File: src/rtl/sequenciador_instrucoes.sv
// Instruction sequencer: fetches words from a synchronous-read ROM, drives
// them onto the processor DIN with a one-cycle Run pulse and waits for Done.
// Ports:
//   Clock, Resetn       clock (rising edge) and asynchronous active-low reset
//   Start               level; begins execution at Pc=0 when not busy
//   Mem_addr, Mem_data  ROM address (comb) and read data (one cycle later)
//   Proc_DIN, Proc_Run  registered word and Run pulse to the processor
//   Proc_Done           processor completion, sampled only while waiting
//   Busy/Finished/Error status flags
//   Pc, Instr_count     program counter, saturating completed-instruction count
module sequenciador_instrucoes #(
  parameter int          ADDR_W    = 5,
  parameter logic [15:0] HALT_WORD = 16'hFFFF,
  parameter int          TIMEOUT   = 15,
  parameter logic [2:0]  OP_MVI    = 3'b001
) (
  input  logic              Clock,
  input  logic              Resetn,
  input  logic              Start,
  output logic [ADDR_W-1:0] Mem_addr,
  input  logic [15:0]       Mem_data,
  output logic [15:0]       Proc_DIN,
  output logic              Proc_Run,
  input  logic              Proc_Done,
  output logic              Busy,
  output logic              Finished,
  output logic              Error,
  output logic [ADDR_W-1:0] Pc,
  output logic [7:0]        Instr_count
);

  typedef enum logic [2:0] {
    S_IDLE,
    S_FETCH,
    S_LOAD,
    S_ISSUE,
    S_WAIT,
    S_FINISH,
    S_ERROR
  } state_t;

  state_t            r_state;
  state_t            w_next;
  logic [ADDR_W-1:0] r_pc;
  logic [15:0]       r_din;
  logic              r_run;
  logic [7:0]        r_cnt;
  logic [3:0]        r_wd;

  logic w_stopped;
  logic w_go;
  logic w_halt;
  logic w_ld_mvi;
  logic w_is_mvi;
  logic w_timeout;

  assign w_stopped = (r_state == S_IDLE) ||
                     (r_state == S_FINISH) ||
                     (r_state == S_ERROR);
  assign w_go      = w_stopped && Start;
  assign w_halt    = (Mem_data == HALT_WORD);
  assign w_ld_mvi  = (Mem_data[8:6] == OP_MVI);
  // In ISSUE the instruction is still held in r_din.
  assign w_is_mvi  = (r_din[8:6] == OP_MVI);
  assign w_timeout = (r_wd == 4'(TIMEOUT));

  // State register
  always_ff @(posedge Clock or negedge Resetn) begin
    if (!Resetn) r_state <= S_IDLE;
    else         r_state <= w_next;
  end

  // Next-state logic
  always_comb begin
    w_next = r_state;
    unique case (r_state)
      S_IDLE, S_FINISH, S_ERROR: begin
        if (Start) w_next = S_FETCH;
      end
      S_FETCH: w_next = S_LOAD;
      S_LOAD:  w_next = w_halt ? S_FINISH : S_ISSUE;
      S_ISSUE: w_next = S_WAIT;
      S_WAIT: begin
        // Done has priority over the watchdog.
        if (Proc_Done)      w_next = S_FETCH;
        else if (w_timeout) w_next = S_ERROR;
      end
      default: w_next = S_IDLE;
    endcase
  end

  // Output logic
  always_comb begin
    Busy     = (r_state == S_FETCH) || (r_state == S_LOAD) ||
               (r_state == S_ISSUE) || (r_state == S_WAIT);
    Finished = (r_state == S_FINISH);
    Error    = (r_state == S_ERROR);
    // mvi prefetches its immediate so it is on Mem_data during ISSUE.
    Mem_addr = r_pc;
    if ((r_state == S_LOAD) && w_ld_mvi) Mem_addr = r_pc + 1'b1;
  end

  // Datapath
  always_ff @(posedge Clock or negedge Resetn) begin
    if (!Resetn) begin
      r_pc  <= '0;
      r_din <= '0;
      r_run <= 1'b0;
      r_cnt <= '0;
      r_wd  <= '0;
    end else begin
      r_run <= 1'b0;
      if (w_go) begin
        r_pc  <= '0;
        r_cnt <= '0;
      end
      if ((r_state == S_LOAD) && !w_halt) begin
        r_din <= Mem_data;
        r_run <= 1'b1;
      end
      if (r_state == S_ISSUE) begin
        r_wd <= '0;
        if (w_is_mvi) begin
          r_din <= Mem_data;
          r_pc  <= r_pc + ADDR_W'(2);
        end else begin
          r_pc  <= r_pc + ADDR_W'(1);
        end
      end
      if (r_state == S_WAIT) begin
        r_wd <= r_wd + 4'd1;
        if (Proc_Done && (r_cnt != 8'hFF)) r_cnt <= r_cnt + 8'd1;
      end
    end
  end

  assign Proc_DIN    = r_din;
  assign Proc_Run    = r_run;
  assign Pc          = r_pc;
  assign Instr_count = r_cnt;

endmodule

File: config.mk
export PLATFORM = sky130hd
export DESIGN_NAME = sequenciador_instrucoes
export DESIGN_NICKNAME = d
export VERILOG_FILES = /design/src/rtl/sequenciador_instrucoes.sv
export SDC_FILE = /design/constraint.sdc
export NUM_CORES = 1
export LEC_CHECK = 0
export BUFFER_PORTS_ARGS = -buffer_cell sky130_fd_sc_hd__buf_4
export CAP_MARGIN = 20
export CORE_MARGIN = 10
export CORE_UTILIZATION = 38
export CTS_BUF_LIST = sky130_fd_sc_hd__clkbuf_16
export CTS_CLUSTER_SIZE = 40
export DETAILED_ROUTE_END_ITERATION = 10
export GPL_ROUTABILITY_DRIVEN = 0
export RECOVER_POWER = 50
export SYNTH_ARGS = -nofsm -noshare
export SYNTH_HDL_FRONTEND = slang
export SYNTH_SLANG_ARGS = --single-unit
File: constraint.sdc
create_clock -name Clock -period 3.7 [get_ports Clock]
set_input_delay 0.185 -clock Clock [delete_from_list [all_inputs] [get_ports Clock]]
set_output_delay 0.185 -clock Clock [all_outputs]
set_load 0.1 [all_outputs]
Word-level counts from Yosys, hierarchy flattened
Cells that the tools add are included.
- register bits after elaboration: 37
- input bits: 20
- output and inout bits: 38
- word-level logic and storage cells: 56
- $add $sub $neg: 4
- eq/ne operators: 13
- multiplexer cells: 18
- reduce and logical (&&, ||, !) cells: 15
- operators with widths (cell ; count):
    two-way mux 16 bit ; 3
    two-way mux 8 bit ; 3
    two-way mux 5 bit ; 4
    equality test 16 bit, second input constant ; 1
    one-hot mux 3 bit (5 select lines) ; 1
    two-way mux 3 bit ; 4
    equality test 3 x 1 -> 1 bit, second input constant ; 3
    equality test 3 bit, second input constant ; 3
    adder 8 x 1 -> 8 bit, second input constant ; 1
    two-way mux 4 bit ; 2
    inequality test 8 bit, second input constant ; 1
    equality test 3 x 2 -> 1 bit, second input constant ; 2
    adder 5 x 1 -> 5 bit, second input constant ; 1
    adder 5 x 2 -> 5 bit, second input constant ; 1
    logical OR 1 bit ; 5
    adder 4 x 1 -> 4 bit, second input constant ; 1
    equality test 4 bit, second input constant ; 1
    logical AND 1 bit ; 4
    nonzero test 2 bit ; 2
    logical NOT 3 bit ; 1
    inequality test 3 bit, second input constant ; 1
    OR reduction 3 bit ; 1
    inequality test 2 bit, second input constant ; 1
    AND reduction 2 bit ; 1
    other kinds (2) ; 2

Longest topological paths before layout
- depth in word-level cells: 7
- depth in mapped cells: 7
- depth with buffers taken out: 5

Worst setup path after synthesis
Ideal clock, no wire load.
- kind: flip-flop to output port
- start point: register r_state[2]
- end point: output port Error
- arrival: 3.113 ns
- data required time: 3.515 ns
- path slack: 0.402 ns
- cell stages (with the launch flop): 4
- path buffers: 2
- path through: dfrtp_1 > buf_2 > buf_1 > nor3b_1
- cells in the longest elaborated chain, start to end: 1
- RTL lines (item ; line ; text):
    start, declared ; 42 ; state_t r_state;
    start signal, assigned ; 70 ; else r_state <= w_next;
    equality test 3 bit ; 97 ; Error = (r_state == S_ERROR);
    end, declared ; 27 ; output logic Error,
Every way passes these cells.

Worst setup path after layout
- start point: register r_state[2]
- end point: output port Mem_addr[4]
- cells in the longest elaborated chain, start to end: 3
- RTL lines (item ; line ; text):
    equality test 3 x 2 -> 1 bit ; 100 ; if ((r_state == S_LOAD) && w_ld_mvi) Mem_addr = r_pc + 1'b1;
    logical AND 1 bit ; 100 ;
    two-way mux 5 bit ; 100 ;
    end, declared ; 20 ; output logic [ADDR_W-1:0] Mem_addr,
Every way passes these cells.

==> results.md <==
* Outcome: finished, violations left
* Failing checks: max-capacitance violations, max-slew violations
* Synth Register Bits at 37
* Rel. slew slack at -0.323
* Max FO, Critical Path at 22
* Setup TNS Final at 0 ps
* First-pass GRT wire length at 7940 um
* Cts bufs inserted at 5
* Root Driver: clkbuf_16
* Initial Utilization at 0.398
* Number of DRC markers in iteration 0 at 100
* Hold endpoint: Proc_DIN[10]
* Ys Warns at 0
* CP startpoint: r_state[2]
* Layout area overhead at 27.4%
* GRT met3 Usage at 0.0528
* Period utilization at 0.696
* IO Port Bufs at 57
* Placed cell area at 2530 um^2
* Critical path arrival at 2390 ps
* CP Class: reg2out
* Post-synth top flop: dfrtp_1
* Worst Hold Depth at 2
* Post-DRT Antenna Nets at 0
* Clock tree sinks at 37
* Post-DP HPWL at 3590 um
* Number of global-route vias before repair at 1677
* Mean Syn Cell Area at 11.1 um^2
* Maximum clock rate at 388 MHz
* Max-Cap Viols at 1
* Ys async rst share at 1.00
* Fin cells at 314
* Initial antenna violation count at 0
* Clock Latency Late Sink at 280 ps
* Synthesized instance count at 186
* Io pins at 58
* Post-synth EDFFs at 0
* Synth top area share at 0.449
* Cell variety after synth at 55
* Cell Area, Synth at 2060 um^2
* Multi-input gate area at 1070 um^2
* Slew at the pin closest to its max-slew limit at 1980 ps
* Global routing met2 resource utilization at 0.173
* Count leader, synth: dfrtp_1
* GR met1 Demand/Resource at 0.135
* Seq. cell area at 926 um^2
* Fillers at 488
* Clk_skew at 5.60 ps
* Final WL at 4770 um
* Layout cells sized above 1 at 0.283
* R2r worst-path depth at 3
* Worst min-delay path class: in2reg
* Most used routing layer: met2
* CP startpoint kind: flip-flop
* RSZ-0062 raised after global routing: no
* TritonRoute pass-1 iters at 4
* Num rows at 26
* Mapped Nets at 210
* Final min period at 2580 ps
* Total Nets Final at 267
* Worst hold start: Mem_data[10]
* CTS clk-pin slew, worst paths at 60 ps
* Via count at 1636
* FF-to-FF Start: r_state[2]
* Largest net degree at the start of global routing at 38
* N_diodes at 0
* TritonCTS clock tree: done
* Endpoint class of the critical path: output port
* PostCTS Resize Cnt at 0
* Post-route cell area at 2630 um^2
* Die height at 93.6 um
* Drt wl/cell at 15.2 um
* Reg-to-Reg End: Proc_DIN[14]
* Seq/Total Area, Yosys at 0.449
* Placed cell count at 305
* Final setup fails at 0
* Clock tree buffer depth at 2
* Remaining Overflow, GRT at 0
* Top cells by area, synth: dfrtp_1 45%, mux2_4 5.8%, a21oi_1 3.4%, mux2_2 3.3%, nand2_1 2.6%
* Final hold violation count at 0
* DRC Markers at 0
* Core Region at 5170 um^2
* Post-synth top cells: 37 x dfrtp_1, 14 x a21oi_1, 14 x nand2_1
* Vias per cell at 5.21
* Register-to-Register Setup Slack at 1510 ps
* Die X at 93.6 um
* Synth area leader: dfrtp_1
* CP Data Required Time at 3510 ps
* Die ar. at 8770 um^2
* CTS H-Tree Depth at 2
* Max-slew violations at 38
* All-Layer GR Usage at 0.111
* Post-layout util at 0.507
worst max-delay path, stage by stage, from the launching register on:
cell     delay (ps)
dfrtp_1         620
or3b_4          540
nor4_4          330
nand4_1         160
xnor2_1         150
buf_4           310
layout by cell type (no fill, tap or decap), types with 6 or more instances in the layout:
master | Yosys | final
nor2_1 | 9 | 9
mux2_2 | 6 | 6
nand4_1 | 7 | 7
a21oi_1 | 14 | 14
nand2_1 | 14 | 14
clkbuf_1 | 2 | 20
mux2_4 | 8 | 8
inv_1 | 5 | 6
dfrtp_1 | 37 | 37
buf_4 | 0 | 37
through the flow:
stage                     setup WS, ps  hold slack (ps)
after global routing               978              141
final                             1120              147
after detailed placement          1420              184
after global placement            1440              188
after CTS                         1120              143
after floorplan                    402             -111
sequential cells by signal, indices dropped and copies added (netlist names):
name and flops:
Proc_DIN 16, Instr_count 8, r_wd 4, r_state 3, Proc_Run 1, Pc 5
per-layer routing:
layer,part of all wire,vias to the layer above,routed length (um)
li1,-,817,-
met1,0.44,782,2100
met2,0.48,33,2280
met3,0.074,4,355
met4,0.0080,0,38
met5,0,-,0
cell families (layout without fill, tap and decap cells):
logic type,count (synthesis),in the layout,share of synthesized area
simple gates,62,62,0.201
mux,20,20,0.121
buf+inv,13,71,0.0328
xor+xnor,6,6,0.0255
fa+ha+maj,4,4,0.0243
compound gates,44,44,0.146
flops,37,37,0.449
cell type report:
| type | count | area share |
|---|---|---|
| inverter | 5 | 0.00715 |
| multi-input combinational | 136 | 0.407 |
| timing repair buffer | 58 | 0.138 |
| clock inverter | 3 | 0.0143 |
| tap | 70 | 0.0334 |
| sequential | 37 | 0.353 |
| clock buffer | 5 | 0.0477 |
how the worst max path moves through the flow:
| stage | end | cells past startpoint |
|---|---|---|
| 4_1_cts | Mem_addr[4] | 5 |
| 3_3_place_gp | Mem_addr[4] | 5 |
| 3_5_place_dp | Mem_addr[4] | 5 |
| 6_report | Mem_addr[4] | 5 |
| 5_1_grt | Mem_addr[4] | 5 |
| 2_1_floorplan | Error | 3 |
what timing repair did:
item	4_1_cts	5_1_grt
setup buffers	0	0
hold buffers	1	0
hold endpoints to repair	37	0
Power is not shown: default switching activity piles up to over one toggle a cycle in this logic, so the estimate is an artifact.
